==> config.mk <==
export PLATFORM = sky130hd
export DESIGN_NAME = halt_report_tx
export DESIGN_NICKNAME = d
export VERILOG_FILES = /design/src/rtl/halt_checker_pkg.sv /design/src/rtl/halt_report_tx.sv
export SDC_FILE = /design/constraint.sdc
export NUM_CORES = 1
export LEC_CHECK = 0
export BUFFER_PORTS_ARGS = -buffer_cell sky130_fd_sc_hd__buf_2
export CAP_MARGIN = 20
export CORE_MARGIN = 1
export CORE_UTILIZATION = 44
export CTS_CLUSTER_SIZE = 10
export DETAILED_ROUTE_END_ITERATION = 6
export PLACE_DENSITY = 0.77
export SLEW_MARGIN = 0
export SYNTH_ARGS = -nofsm -noshare
export SYNTH_HDL_FRONTEND = slang
export SYNTH_SLANG_ARGS = --single-unit
==> constraint.sdc <==
create_clock -name clk_i -period 1.7 [get_ports clk_i]
set_clock_uncertainty 0.15 [all_clocks]
set_input_delay 0.34 -clock clk_i [delete_from_list [all_inputs] [get_ports clk_i]]
set_output_delay 0.34 -clock clk_i [all_outputs]
set_load 0.005 [all_outputs]
==> src/rtl/halt_checker_pkg.sv <==
// Shared constants for the halt self-check unit: FSM state codes, report characters and the
// default end-of-program opcode.
package halt_checker_pkg;

  localparam logic [1:0] StRun   = 2'd0;
  localparam logic [1:0] StCheck = 2'd1;
  localparam logic [1:0] StEmit  = 2'd2;
  localparam logic [1:0] StDone  = 2'd3;

  localparam logic [7:0] CH_PASS  = 8'h2B;  // '+'
  localparam logic [7:0] CH_FAIL  = 8'h2D;  // '-'
  localparam logic [7:0] CH_IDLE  = 8'h2C;  // ','
  localparam logic [7:0] CH_SUM_P = 8'h50;  // 'P'
  localparam logic [7:0] CH_SUM_F = 8'h46;  // 'F'
  localparam logic [7:0] CH_SUM_T = 8'h54;  // 'T'

  localparam logic [5:0] HALT_OP_DEFAULT = 6'b111111;

endpackage

==> src/rtl/halt_report_tx.sv <==
// Streams one pass/fail character per channel and a summary character to the display port
// through a registered valid/ready handshake.
module halt_report_tx
  import halt_checker_pkg::*;
#(
  parameter int unsigned NCH = 4
) (
  input  logic           clk_i,
  input  logic           rstd_ni,
  input  logic           clr_i,
  input  logic           start_i,
  input  logic [NCH-1:0] pass_mask_i,
  input  logic           timed_out_i,
  input  logic           oled_rdy_i,
  output logic           oled_we_o,
  output logic [5:0]     oled_addr_o,
  output logic [7:0]     oled_data_o,
  output logic           last_o
);

  localparam logic [5:0] SumIdx = 6'(NCH);

  logic       we_q, we_d;
  logic [5:0] addr_q, addr_d;
  logic [7:0] data_q, data_d;
  logic       accept;

  function automatic logic [7:0] beat_char(logic [5:0] idx, logic [NCH-1:0] mask, logic to);
    logic [NCH-1:0] sh;
    sh = mask >> idx;
    if (idx == SumIdx) begin
      return to ? CH_SUM_T : ((&mask) ? CH_SUM_P : CH_SUM_F);
    end
    return sh[0] ? CH_PASS : CH_FAIL;
  endfunction

  // The beat index doubles as the display address.
  assign accept = we_q & oled_rdy_i;
  assign last_o = accept && (addr_q == SumIdx);

  always_comb begin
    we_d   = we_q;
    addr_d = addr_q;
    data_d = data_q;
    if (clr_i) begin
      we_d   = 1'b0;
      addr_d = 6'd0;
      data_d = CH_IDLE;
    end else if (start_i) begin
      we_d   = 1'b1;
      addr_d = 6'd0;
      data_d = beat_char(6'd0, pass_mask_i, timed_out_i);
    end else if (accept) begin
      if (addr_q == SumIdx) begin
        we_d = 1'b0;
      end else begin
        addr_d = addr_q + 6'd1;
        data_d = beat_char(addr_q + 6'd1, pass_mask_i, timed_out_i);
      end
    end
  end

  always_ff @(posedge clk_i or negedge rstd_ni) begin
    if (!rstd_ni) begin
      we_q   <= 1'b0;
      addr_q <= 6'd0;
      data_q <= CH_IDLE;
    end else begin
      we_q   <= we_d;
      addr_q <= addr_d;
      data_q <= data_d;
    end
  end

  assign oled_we_o   = we_q;
  assign oled_addr_o = addr_q;
  assign oled_data_o = data_q;

endmodule

# After elaboration in Yosys (flattened, before gate mapping)
# Cells that the tools add are included.
[word_totals]
register_bits = 15
in_bits = 10
out_inout_bits = 16
wordCells = 38
[classes]
mux = 23
n_eq_ne = 3
n_reduce_logical = 6
addsub = 1
n_bitwise = 1
shift = 1
[ops]
columns = ["cell", "n"]
rows = [
  ["$mux W8", 6],
  ["$mux W6", 4],
  ["$eq A6 B3 Y1 const B", 2],
  ["$mux W5", 2],
  ["$mux W1", 9],
  ["$add A6 B1 Y6 const B", 1],
  ["$mux W3", 2],
  ["$reduce_bool A3 Y1", 2],
  ["$shr A4 B6 Y1", 1],
  ["$reduce_and A2 Y1", 2],
  ["$reduce_and A4 Y1", 1],
  ["$ne A3 B3 Y1 const B", 1],
  ["$and A1 B1 Y1", 1],
  ["$logic_and A1 B1 Y1", 1],
]

# Logic depth before layout (Yosys ltp)
# Gate-level depths: netlist (run 1).
[logic_depth]
depth_word = 12
mapped_depth = 8
depth_no_buf = 7

# Least setup slack after synthesis (run 1)
# OpenSTA, ideal clock, no wires.
[synth_path]
kind = "flip-flop to flip-flop"
start = "reg addr_q[0], in the netlist oled_addr_o[0]"
end = "reg data_q[1], in the netlist oled_data_o[1]"
n_path_buf = 0
path_stages_with_launch = 7
t_required_ps = 1428
period_less_slack_ps = 1835
setup_slack_ps = -135
arrival_time_ps = 1564
setup_time_ps = 122
path_cell_list = "dfrtp_1 > inv_1 > ha_1 > mux4_2 > a311oi_1 > nor2_1 > a32o_1"
[synth_via]
elab_chain_len = 12
word_cells_on_any_way = 17
classes_between = "add/sub: 1; eq/ne: 3; shift: 1; mux: 11; reduce/logical: 1"
[synth_lines]
columns = ["item", "line_no", "source"]
rows = [
  ["from (decl)", "halt_report_tx.sv:24", "logic [5:0] addr_q, addr_d;"],
  ["from (signal assigned)", "halt_report_tx.sv:70", "addr_q <= addr_d;"],
  ["$add A6 B1 Y6", "halt_report_tx.sv:58", "data_d = beat_char(addr_q + 6'd1, pass_mask_i, timed_out_i);"],
  ["$eq A6 B3 Y1", "halt_report_tx.sv:31", "if (idx == SumIdx) begin"],
  ["$mux W1", "halt_report_tx.sv:31", ""],
  ["$mux W1", "halt_report_tx.sv:54", "if (addr_q == SumIdx) begin"],
  ["$mux W1", "halt_report_tx.sv:53", "end else if (accept) begin"],
  ["$mux W1", "halt_report_tx.sv:49", "end else if (start_i) begin"],
  ["$mux W1", "halt_report_tx.sv:45", "if (clr_i) begin"],
  ["$mux W8", "halt_report_tx.sv:34", "return sh[0] ? CH_PASS : CH_FAIL;"],
  ["$mux W8", "halt_report_tx.sv:54", ""],
  ["$mux W8", "halt_report_tx.sv:53", ""],
  ["$mux W8", "halt_report_tx.sv:49", ""],
  ["$mux W8", "halt_report_tx.sv:45", ""],
  ["to (signal assigned)", "halt_report_tx.sv:71", "data_q <= data_d;"],
  ["to (decl)", "halt_report_tx.sv:25", "logic [7:0] data_q, data_d;"],
]
# Several ways; a longest one is shown, not always the timed one. The select of a mux whose other input is x is not followed.
# A chain may end at the register's enable or synchronous reset.

# Worst setup path after layout (run 1)
[layout_path]
start = "reg addr_q[4], in the netlist oled_addr_o[4]"
end = "out last_o"
[layout_via]
elab_chain_len = 2
[layout_lines]
columns = ["item", "line_no", "source"]
rows = [
  ["$eq A6 B3 Y1", "halt_report_tx.sv:39", "assign last_o = accept && (addr_q == SumIdx);"],
  ["$logic_and A1 B1 Y1", "halt_report_tx.sv:39", ""],
  ["to (decl)", "halt_report_tx.sv:18", "output logic last_o"],
]
# No other way between the ends.

==> metrics, run 1 <==
first-pass detailed-route iteration total=4; RSZ-0062 raised after global routing=yes; final worst path period need=1.881 ns; register area share after synthesis=40.00%; Max Cap Viol=0; Worst Setup Path Type=reg -> out; Yosys reg bits=13; crit end category=primary output; CP Buf/Inv Count=1; final setup vio count=9; PD cells=500.0 nW/um^2; Mapped Avg Cell Area=9.529 um^2; r2r endpoint=oled_data_o[1]; Clk pin slew, worst setup/hold paths=0.09 ns; Core Region=approximately 1700 um^2; post-synth top area cell=dfrtp_1; Pins Over Slew Limit=0; CTS buffer count=3; Initial Utilization=47.46%; placement row count=15; diodes inserted=0; most frequent cells in the layout=buf_2 (24), buf_4 (13), dfrtp_1 (10), nor2_1 (7); Die W=45.16 um; CTS root buffer=clkbuf_4; Max clock buf depth=2; Min-Delay Path Class=in -> reg; Min-Delay Path Depth=2; clock latency on the worst-skew pair=0.28 ns; CTS tree=done; fin worst setup slack=-0.1812 ns; hold_ws=0.1062 ns; Hold Path Sink=oled_data_o[0]; Syn Nets=98; RR Startpoint=oled_addr_o[0]; Routed Wire Length=2030 um; Pleak=between 0.5 and 0.6 nW; r2r setup slk=-0.13 ns; I/O Pins=26; Routed wire per std cell=13.36 um; Detail Placement HPWL=1412 um; # clock sinks=13; status=complete, but fails checks; Remaining DRCs=0; Buffers on Ports=24; GRT Resource Usage Total=approximately a fifth; fin crit share=110.7%; crit path cell chain=or2_4, nor4_4, buf_2; via count=781; fraction of layout cells with a size suffix above 1=58.27%; Post-synth EDFFs=0; most common cell after layout, fill and taps aside=buf_2; Cells after Synth=86; Critical Path Stages=3; fmax=0.5316 GHz; Synth top area share=between 30% and 40%; number of global-route vias before repair=660; total gr overflow=0; antenna-violating nets left=0; Total Power=0.0006118 W; Post-synth top flop=dfrtp_1; largest cells by area after synthesis=dfrtp_1 (34%), dfstp_2 (6.4%), xor2_1 (5.3%); Final nets=140; failing checks=negative setup slack; R2R depth=6; IR drop worst, VDD=0.3714 mV; CP delay by family, top=simple AND/OR/NAND/NOR gates; CP startpoint kind=register; Synth-to-Final Area Change=49.31%; WP data arrival=1.39 ns; Mapped Area=819.5 um^2; pin count of the biggest net entering global routing=14; YS warnings=0; min-delay src=clr_i; Vias/cell=5.138; initial antenna violation count=0; CP required=about 1.2 ns; DP Area=1041 um^2; CP max stage cell=dfrtp_1; H-tree level count=1; die height=45.16 um; Fin. Hold Viols=0; CP max stage delay=around 0.40 ns; Synth cell types=37; Die ar.=2039 um^2; final instance area=1224 um^2; initial drt markers=31; Placer Congestion=0.7871; Crit Path Max Fanout=5; final core utilization=70.87%; global-route wire length before repair=2994 um; async set-reset flop share out of synthesis=100.0%
## sequential cells by signal (all words and copies together) (netlist names)
register	count
oled_addr_o	6
oled_data_o	6
oled_we_o	1
## synth_stat cells (2+ instances only)
cell type / n
nand2_1: 11
a21oi_1: 5
o21ai_0: 2
nor2_1: 7
nand4_1: 2
dfstp_2: 2
nand3_1: 3
ha_1: 2
buf_6: 2
buf_4: 3
xor2_1: 5
xnor2_1: 3
dfrtp_1: 11
o21ai_1: 2
inv_1: 4
## worst max path at each step
stage                        start             end  slack, ns
floorplan           oled_addr_o[3]  oled_data_o[1]      -0.10
global placement    oled_addr_o[0]  oled_addr_o[2]      -0.09
detailed placement  oled_addr_o[0]  oled_data_o[1]      -0.13
CTS                 oled_addr_o[1]          last_o      -0.18
global route        oled_addr_o[4]          last_o      -0.25
finish              oled_addr_o[4]          last_o      -0.18
## power breakdown
group,internal [W],switching (W)
registers,0.000318,0.00000647
clock network,0.0000874,0.000112
logic,0.0000411,0.0000472
total,0.000447,0.000165
## final cells by class
class,count,area (um^2)
Tap cell,25,31.28
Inverter,4,15.01
Multi-Input combinational cell,63,536.8
Timing Repair Buffer,43,284.0
Clock buffer,3,22.52
Sequential cell,13,329.1
Clock inverter,1,5.005
Fill cell,128,503.0
## layer usage
layer	global-route usage, %	wire length, um
met5	0	0
met2	35.07	1078
met4	9.091	29
met3	3.600	62
met1	27.27	858
## metrics by stage
stage               cells  TNS [ns]  setup slack [ns]
finish                152   -0.6971           -0.1812
floorplan              86   -0.1478           -0.1006
global route          152    -1.513           -0.2467
CTS                   152    -1.121           -0.1825
detailed placement    144   -0.6329           -0.1324
global placement      144   -0.4973          -0.09137
## cell families after synthesis
kind of cell             count (synthesis)  synth area share [%]
AO/OA/AOI/OAI                           18                 15.88
AND/OR/NAND/NOR                         33                 21.53
flip-flops                              13                 40.00
XOR/XNOR                                 8                 8.550
multiplexers                             1                 2.748
buffers and inverters                   10                 7.785
adder cells (fa/ha/maj)                  2                 3.053
other                                    1                0.4576
## repair_timing
action,4_1_cts,5_1_grt
pin swaps,2,9
resized for setup,9,19
cloned,0,0
setup buffers,3,0
hold buffers,1,0
endpoints found under the setup margin,11,11
hold endpoints to repair,11,0
Note: power is estimated with default switching activity, not from simulation.
==> inputs of run 2 (changes only) <==
- CORE_UTILIZATION: 44 -> 38
- PLACE_DENSITY: 0.77 -> 0.69
==> metrics, run 2 (same netlist as run 1, synthesis figures left out) <==
Pleak=0.5701 nW (was 0.5477 nW); Pins Over Slew Limit=0 (unchanged); dpl cells=148 (was 144); Fin. Hold Viols=0 (unchanged); total gr overflow=0 (unchanged); CTS root buffer=clkbuf_4 (unchanged); I/O Pins=26 (unchanged); initial antenna violation count=0 (unchanged); Placer Congestion=0.8058 (was 0.7871); fraction of layout cells with a size suffix above 1=57.25% (was 58.27%); # clock sinks=13 (unchanged); Detail Placement HPWL=1426 um (was 1412 um); most common cell after layout, fill and taps aside=buf_2 (unchanged); via count=797 (was 781); H-tree level count=1 (unchanged); # fillers=168 (was 128); most frequent cells in the layout=buf_2 (24), buf_4 (16), dfrtp_1 (10), nor2_1 (7), nand2_1 (6) (was buf_2 (24), buf_4 (13), dfrtp_1 (10), nor2_1 (7)); CTS tree=done (unchanged); CTS buffer count=3 (unchanged); CP required=1.73 ns (was 1.21 ns); Crit Path Max Fanout=3 (was 5); Finished Layout Cells=158 (was 152); Clk pin slew, worst setup/hold paths=0.09 ns (about the same); WP data arrival=1.90 ns (was 1.39 ns); Core Region=2002 um^2 (was 1727 um^2); Die W=48.44 um (was 45.16 um); fin crit share=110.0% (was 110.7%); initial drt markers=20 (was 31); clock latency on the worst-skew pair=0.28 ns (about the same); IR drop worst, VDD=0.3967 mV (was 0.3714 mV); first-pass detailed-route iteration total=4 (unchanged); fmax=0.5348 GHz (was 0.5316 GHz); number of global-route vias before repair=788 (was 660); fin worst setup slack=-0.1697 ns (was -0.1812 ns); Synth-to-Final Area Change=52.98% (was 49.31%); global-route wire length before repair=3394 um (was 2994 um); placement row count=16 (was 15); r2r setup slk=-0.17 ns (was -0.13 ns); Routed wire per std cell=13.34 um (was 13.36 um); Routed Wire Length=2108 um (was 2030 um); Die ar.=2346 um^2 (was 2039 um^2); final worst path period need=1.870 ns (was 1.881 ns); Vias/cell=5.044 (was 5.138); Worst Setup Path Type=reg -> reg (was reg -> out); Remaining DRCs=0 (unchanged); Min-Delay Path Class=in -> reg (unchanged); crit end category=register (was primary output); failing checks=negative setup slack (unchanged); GRT Resource Usage Total=19.38% (was 21.24%); RSZ-0062 raised after global routing=yes (unchanged); Buffers on Ports=24 (unchanged); antenna-violating nets left=0 (unchanged); final setup vio count=11 (was 9); setup TNS=-0.8474 ns (was -0.6971 ns); Initial Utilization=40.94% (was 47.46%); CP startpoint kind=register (unchanged); Max Cap Viol=0 (unchanged); Max clock buf depth=2 (unchanged); status=complete, but fails checks (unchanged); Final nets=144 (was 140); pin count of the biggest net entering global routing=14 (unchanged); final instance area=1254 um^2 (was 1224 um^2); diodes inserted=0 (unchanged); die height=48.44 um (was 45.16 um); DP Area=1059 um^2 (was 1041 um^2); PD cells=488.6 nW/um^2 (was 500.0 nW/um^2)
run 2: cell count changes in the layout (fill, tap and decap cells not counted), sizes merged:
cell and delta:
buf +4
run 2: metal layers:
metal | up-vias | wire length, um | GRT usage, %
met5 | - | 0 | 0
met4 | 0 | 57 | 15.69
met3 | 6 | 90 | 3.145
met2 | 28 | 1101 | 32.63
met1 | 373 | 859 | 21.56
li1 | 390 | - | -
run 2: metrics by stage:
step / power (W) / setup WS (ns) / hold slack (ns) / util, %
2_1_floorplan: 0.0003674 / -0.1006 / -0.1056 / -
3_3_place_gp: 0.0004062 / -0.1242 / 0.09472 / 52.88
3_5_place_dp: 0.0004068 / -0.1471 / 0.09781 / 52.88
4_1_cts: 0.0006151 / -0.1732 / 0.09708 / 59.44
5_1_grt: 0.0006533 / -0.2362 / 0.09574 / 62.63
6_report: 0.0006126 / -0.1697 / 0.1100 / 62.63
run 2: critical path, cell delays in order (launching register included):
cell and delay [ns]:
dfrtp_2 0.39, buf_6 0.12, buf_6 0.09, mux4_2 0.49
a311oi_2 0.23, nor2_1 0.10, a32o_1 0.21
run 2: worst paths after layout:
check                                from        endpoint  depth (start not counted)
setup / recovery           oled_addr_o[0]  oled_data_o[1]                          6
hold / removal                      clr_i  oled_data_o[0]                          2
setup reg to reg           oled_addr_o[0]  oled_data_o[1]                          6
hold reg to reg            oled_data_o[1]  oled_data_o[1]                          1
max in group asynchronous         rstd_ni  oled_data_o[5]                          2
min in group asynchronous         rstd_ni  oled_addr_o[5]                          2
run 2: layout make-up:
cell class,instances,area [um^2],area share [%]
clock buffer,3,22.52,1.796
timing repair buffer,47,326.6,26.05
clock inverter,1,5.005,0.3992
multi-input combinational,63,521.8,41.62
sequential,13,329.1,26.25
tap,27,33.78,2.695
inverter,4,15.01,1.198
run 2: repair_timing:
action / CTS / global route
buffers inserted: 4 / 1
gates resized for setup: 14 / 11
hold buffers: 1 / 0
setup endpoints to repair: 11 / 10
pin swaps: 1 / 6
endpoints found under the hold margin: 11 / 0
run 2: power by group:
group / internal, W / leakage [nW] / switching [W]
logic: 0.0000424 / 0.383 / 0.0000489
clock network: 0.0000874 / 0.0177 / 0.000109
registers: 0.000318 / 0.169 / 0.00000659
